[src/rtl/ctrl_types_pkg.sv]
// Shared controller types: the operation command encoding and host front-end states.
package ctrl_types_pkg;

  typedef enum logic [1:0] {
    NOOP   = 2'b00,
    READ   = 2'b01,
    UPSERT = 2'b10,
    DELETE = 2'b11
  } operation_e;

  typedef enum logic [1:0] {
    IDLE  = 2'b00,
    ISSUE = 2'b01,
    WAIT  = 2'b10,
    RESP  = 2'b11
  } host_if_state_e;

endpackage

[src/rtl/cache_host_if.sv]
// Host request front end: accepts one request, issues a one-cycle command to the
// controller, waits for the rdy rising edge (or watchdog expiry) and holds the response.
module cache_host_if
  import ctrl_types_pkg::*;
#(
  parameter int KEY_WIDTH      = 16,
  parameter int VALUE_WIDTH    = 64,
  parameter int TIMEOUT_CYCLES = 64
) (
  input  logic                   clk,
  input  logic                   rst_n,
  input  logic                   req_valid,
  output logic                   req_ready,
  input  operation_e             req_op,
  input  logic [KEY_WIDTH-1:0]   req_key,
  input  logic [VALUE_WIDTH-1:0] req_value,
  output logic                   rsp_valid,
  input  logic                   rsp_ready,
  output logic                   rsp_succ,
  output logic                   rsp_timeout,
  output logic [VALUE_WIDTH-1:0] rsp_value,
  output operation_e             operation_out,
  output logic [KEY_WIDTH-1:0]   key_out,
  output logic [VALUE_WIDTH-1:0] value_out,
  input  logic                   rdy_in,
  input  logic                   op_succ_in,
  input  logic [VALUE_WIDTH-1:0] value_in
);

  localparam int WD_W = $clog2(TIMEOUT_CYCLES + 1);
  localparam logic [WD_W-1:0] WD_LAST = WD_W'(TIMEOUT_CYCLES - 1);

  host_if_state_e  state_q;
  host_if_state_e  state_d;
  operation_e      op_q;
  logic            rdy_q;
  logic [WD_W-1:0] wd_q;
  logic            rdy_rise;
  logic            wd_expired;

  assign rdy_rise   = rdy_in & ~rdy_q;
  assign wd_expired = (wd_q == WD_LAST);

  always_ff @(posedge clk or negedge rst_n) begin
    if (!rst_n) begin
      state_q <= IDLE;
    end else begin
      state_q <= state_d;
    end
  end

  // operation_out is decoded from state so an async reset forces NOOP at once.
  always_comb begin
    state_d       = state_q;
    req_ready     = 1'b0;
    rsp_valid     = 1'b0;
    operation_out = NOOP;
    case (state_q)
      IDLE: begin
        req_ready = 1'b1;
        if (req_valid) begin
          state_d = (req_op == NOOP) ? RESP : ISSUE;
        end
      end
      ISSUE: begin
        operation_out = op_q;
        state_d       = WAIT;
      end
      WAIT: begin
        if (rdy_rise || wd_expired) begin
          state_d = RESP;
        end
      end
      RESP: begin
        rsp_valid = 1'b1;
        if (rsp_ready) begin
          state_d = IDLE;
        end
      end
      default: state_d = IDLE;
    endcase
  end

  // A rdy edge in the same cycle as watchdog expiry is a normal completion.
  always_ff @(posedge clk or negedge rst_n) begin
    if (!rst_n) begin
      op_q        <= NOOP;
      key_out     <= '0;
      value_out   <= '0;
      rsp_succ    <= 1'b0;
      rsp_timeout <= 1'b0;
      rsp_value   <= '0;
      rdy_q       <= 1'b0;
      wd_q        <= '0;
    end else begin
      rdy_q <= rdy_in;
      case (state_q)
        IDLE: begin
          if (req_valid) begin
            op_q        <= req_op;
            key_out     <= req_key;
            value_out   <= req_value;
            rsp_succ    <= 1'b0;
            rsp_timeout <= 1'b0;
            rsp_value   <= '0;
          end
        end
        ISSUE: begin
          wd_q <= '0;
        end
        WAIT: begin
          if (!wd_expired) begin
            wd_q <= wd_q + 1'b1;
          end
          if (rdy_rise) begin
            rsp_succ    <= op_succ_in;
            rsp_timeout <= 1'b0;
            rsp_value   <= (op_q == READ) ? value_in : '0;
          end else if (wd_expired) begin
            rsp_succ    <= 1'b0;
            rsp_timeout <= 1'b1;
            rsp_value   <= '0;
          end
        end
        default: ;
      endcase
    end
  end

endmodule

[config.mk]
export PLATFORM = sky130hd
export DESIGN_NAME = cache_host_if
export DESIGN_NICKNAME = d
export VERILOG_FILES = /design/src/rtl/ctrl_types_pkg.sv /design/src/rtl/cache_host_if.sv
export SDC_FILE = /design/constraint.sdc
export NUM_CORES = 1
export LEC_CHECK = 0
export ABC_CLOCK_PERIOD_IN_PS = 2700
export BUFFER_PORTS_ARGS = -buffer_cell sky130_fd_sc_hd__buf_2
export CORE_MARGIN = 10
export CORE_UTILIZATION = 47
export CTS_BUF_LIST = sky130_fd_sc_hd__clkbuf_8
export DETAILED_ROUTE_END_ITERATION = 8
export PLACE_DENSITY = 0.84
export SLEW_MARGIN = 20
export SYNTH_ARGS = -nofsm -noshare
export SYNTH_HDL_FRONTEND = slang
export SYNTH_SLANG_ARGS = --single-unit
export TNS_END_PERCENT = 5
[constraint.sdc]
create_clock -name clk -period 2.7 [get_ports clk]
set_input_delay 0.405 -clock clk [delete_from_list [all_inputs] [get_ports clk]]
set_output_delay 0.405 -clock clk [all_outputs]
set_load 0.01 [all_outputs]
**Word-level counts from Yosys, hierarchy flattened**

Index checks and enable logic that the tools add are counted.

- Register bits after elaboration: 158
- Input bits: 152
- Logic and storage cells: 53

- $add $sub $neg: 1
- Equality and inequality tests: 10
- Mux-type cells: 22
- Bitwise logic cells: 2
- Reduce and logical (&&, ||, !) cells: 9

Operator list:

| operator | count |
|---|---|
| $mux W64 | 4 |
| $pmux W64 S2 | 1 |
| $pmux W7 S2 | 1 |
| $mux W2 | 5 |
| $ne A2 B2 Y1 const B | 4 |
| $pmux W2 S4 | 1 |
| $add A7 B1 Y7 const B | 1 |
| $eq A7 B6 Y1 const B | 1 |
| $mux W1 | 7 |
| $mux W7 | 1 |
| $reduce_and A3 Y1 | 2 |
| $eq A2 B1 Y1 const B | 2 |
| $eq A2 B2 Y1 const B | 2 |
| $logic_not A2 Y1 | 2 |
| $pmux W1 S2 | 2 |
| $reduce_and A2 Y1 | 2 |
| $reduce_bool A2 Y1 | 2 |
| $ne A3 B3 Y1 const B | 1 |
| $and A1 B1 Y1 | 1 |
| $logic_or A1 B1 Y1 | 1 |
| $not A1 Y1 | 1 |

**Depth between registers and ports, before layout**

- Depth after elaboration: 5
- Mapped depth: 8
- Gate-level depth less buffers: 6

**Worst setup path before layout**

No wires, ideal clock.

- Path type: register to register
- From: reg state_q[0]
- To: reg rsp_value[0]
- Setup time: 0.065 ns
- Arrival: 1.935 ns
- Required time: 2.635 ns
- Slack: 0.700 ns
- Cell stages (with the launch flop): 8
- Buffers on the path: 1
- Period minus slack after synthesis: 2.000 ns
- Path through: dfrtp_1 -> inv_1 -> ha_1 -> and2b_1 -> a21oi_2 -> nor4_4 -> buf_6 -> a22o_1

- Word-level cells in the longest chain between the ends: 3
- Elaborated cells between the ends (all ways): 7
- Classes of those cells: 3 x eq/ne; 1 x mux; 3 x reduce/logical

RTL lines:

| what | RTL line | source |
|---|---|---|
| start, declared | cache_host_if.sv:33 | `host_if_state_e state_q;` |
| start signal, assigned | cache_host_if.sv:48 | `state_q <= state_d;` |
| $eq A2 B2 Y1 / $logic_not A2 Y1 (equally long branches) | cache_host_if.sv:97 | `case (state_q)` |
| $ne A3 B3 Y1 (no line) (tied with other cells) | -- |  |
| $reduce_and A3 Y1 (no line) | -- |  |
| end signal, assigned | cache_host_if.sv:118 | `rsp_value <= (op_q == READ) ? value_in : '0;` |
| end, declared | cache_host_if.sv:21 | `output logic [VALUE_WIDTH-1:0] rsp_value,` |

Parallel ways exist; a longest one is shown, timed or not.
A chain may end at the register's enable or synchronous reset.

**Worst setup path in the final report**

- From: reg state_q[0]
- To: reg rsp_value[17]

The elaborated chain is that of the path after synthesis.

==> impl_metrics.toml <==
[synth]
synth.yosys.seq_area_share_pct = 65.71
yosysMostFrequentCell = "dfrtp_1"
ys_seq_elements = 158
synth_top_area_cell = "dfrtp_1"
synth_top_area_share_pct = 65.71
synth_ff_type = "dfrtp_1"
syn_area_per_cell_um2 = 15.39
synth.area.top_cells = "dfrtp_1 (66%), mux2_2 (15%), a22o_1 (9.5%)"
synthDistinctLibCells = 32
syn_nets = 549
syn_inst = 391
ys_warn_count = 0
synth_area_um2 = 6017
synth_common_cells = "dfrtp_1 (158), mux2_2 (82), a22o_1 (65)"
async_flop_share_pct = 100.0
synth_edf_count = 0

[floorplanning]
start_util_pct = 47.87
rows = 41
die_y_um = 133.1
ioPinCount = 302
dieArea_um2 = 17730
die-width_um = 133.1
core_area_um2 = 12570

[sta]
setup_tns_ns = 0
slew_viol_final = 0
worst_slew_pin_slew_ns = 0.6624
finClkSkew_ns = 0.01079
fin_crit_sh_pct = 82.99
fin_ws_ns = 0.4592
rsz0062_at_grt = "no"
min_period_ns = 2.241
max_freq_mhz = 446.3
max-slew-margin-rel_pct = 55.84
hold_violations = 0
hold_ws_ns = 0.08470
finalSetupViolCount = 0

[drt]
postRouteAntennaNets = 0
drt-total-wl_um = 17830
drt_pre_antenna_iters = 4
num_vias = 4526
drc = 0
first_iter_violations = 230
wl_per_cell_um = 20.23
via_per_inst = 5.137

[place]
pre_cts_ws_ns = 0.4851
place_congestion = 0.8781
dp_hpwl_um = 13990
dp.cells = 848
numPortBuffers = 301
placed_area_um2 = 7722

[run_status]
status = "complete, no violations"

[worst_setup_path]
max_stage_delay_ns = 0.48
path_delay_family = "compound AO/OA/AOI/OAI gates"
crit_required_ns = 3.07
cp-end-kind = "flop"
crit_type = "reg -> reg"
start_kind = "flop"
critPathMaxFanout = 46
cp_num_buf_inv = 2
worstPathCellList = "inv_1, ha_1, nand2_1, o21bai_4, buf_12, a22o_1"
cp_slowest_cell = "o21bai_4"
arrival_ns = 2.62

[cts]
clk_latency_ns = 0.44
clk_path_buf_depth = 2
cts_buffers = 17
postCtsResizedCells = 0
clockRootBuffer = "clkbuf_8"
cts_tree = "yes"
post_cts_buffers = 0
cts.clk_slew.worst_paths_ns = 0.08
numClockSinks = 158
htreeDepth = 4

[run]
drv_cap = 0

[global_route]
grt_pass1_wl_um = 27600
track_usage_pct = 19.77
grt_max_degree = 83
grt_pass1_vias = 4942
antenna_found_initial = 2
grt_overflow = 0

[layout]
area_growth_pct = 34.56
finalInstanceArea_um2 = 8097
diodes = 0
drive_gt1_share_pct = 59.38
nets = 854
n_fill_cell = 933
fin_cells = 881

[power]
p_leak_nw = 4.337
peakVddDrop_v = 0.0007229
p_per_area_nw_per_um2 = 1008

[min_path]
hold_class = "in -> reg"
-- final timing paths --
kind	slack, ns	start	endpoint	cells after the start
max	0.46	state_q[0]	rsp_value[17]	6
min	0.08	rdy_in	rdy_q	1
max reg2reg	0.46	state_q[0]	rsp_value[17]	6
min reg2reg	0.50	rsp_value[54]	rsp_value[54]	1
max in group asynchronous	1.37	rst_n	rsp_value[60]	3
min in group asynchronous	0.55	rst_n	value_out[61]	2
-- cells in the final DEF, fill, tap and decap left out, types with 2 or more instances in the layout --
cell type | Yosys | routed
dfrtp_1 | 158 | 158
clkinv_4 | 0 | 2
o21ai_0 | 3 | 3
a31oi_1 | 5 | 5
mux2_2 | 82 | 82
and2_1 | 2 | 2
buf_2 | 7 | 300
clkbuf_8 | 0 | 19
mux2i_1 | 3 | 3
buf_4 | 0 | 2
buf_12 | 0 | 4
ha_1 | 6 | 6
inv_1 | 8 | 13
clkinvlp_4 | 0 | 3
o22ai_1 | 3 | 3
nand2_1 | 8 | 7
a21o_1 | 3 | 3
a22o_1 | 65 | 65
nor2_1 | 4 | 4
a21oi_1 | 4 | 4
-- per-layer routing --
metal  GRT usage, %  vias to the layer above  wire length (µm)
met5              0                        -                18
li1               -                     2055                 -
met4          8.162                        2               447
met1          21.98                     2213              6734
met2          31.10                      225              8426
met3          10.64                       31              2200
-- flip-flops by register name, summed over array words and instances, names as in the netlist --
register / flops
rdy_q: 1
rsp_timeout: 1
key_out: 16
rsp_value: 64
rsp_succ: 1
wd_q: 7
value_out: 64
op_q: 2
state_q: 2
-- where the power goes --
group	internal, mW	switching, mW	total [mW]
sequential	3.11	0.381	3.49
clock	0.764	0.845	1.61
combinational	1.46	1.60	3.06
total	5.33	2.83	8.16
-- area by class of cell --
type                            count  area [µm²]  share of cell area [%]
Inverter                            8       30.03                  0.3709
Sequential cell                   158        3954                   48.83
Tap cell                          172       215.2                   2.658
Multi-Input combinational cell    203        1916                   23.66
Clock buffer                       19       261.5                   3.230
Timing Repair Buffer              308        1618                   19.98
Clock inverter                     13       102.6                   1.267
-- cell families (layout without fill, tap and decap cells) --
kind of cell | count (synthesis) | after routing | synth area share (%)
adder cells (fa/ha/maj) | 6 | 6 | 1.248
AND/OR/NAND/NOR | 20 | 20 | 1.892
XOR/XNOR | 1 | 1 | 0.1456
AO/OA/AOI/OAI | 91 | 91 | 12.39
buffers and inverters | 30 | 348 | 2.765
multiplexers | 85 | 85 | 15.85
flip-flops | 158 | 158 | 65.71
-- metrics by stage --
stage	util (%)	power (mW)
after floorplan	-	5.255
after global placement	61.44	6.494
after detailed placement	61.44	6.648
after CTS	64.42	8.251
after global routing	64.42	8.641
final	64.42	8.163
-- worst register-to-register path: cells and delay by family, from the launching register on --
kind / cells / cell delay, ns
buffers and inverters: 2 / 0.40
DFF: 1 / 0.42
adders and majority gates: 1 / 0.45
AOI/OAI and AO/OA: 2 / 0.68
and+or+nand+nor: 1 / 0.22
-- timing repair --
action | in CTS | in global routing
endpoints found under the hold margin | 69 | 0
hold buffers | 1 | 0
setup endpoints to repair | 0 | 0
Note: power is estimated with default switching activity, not from simulation.
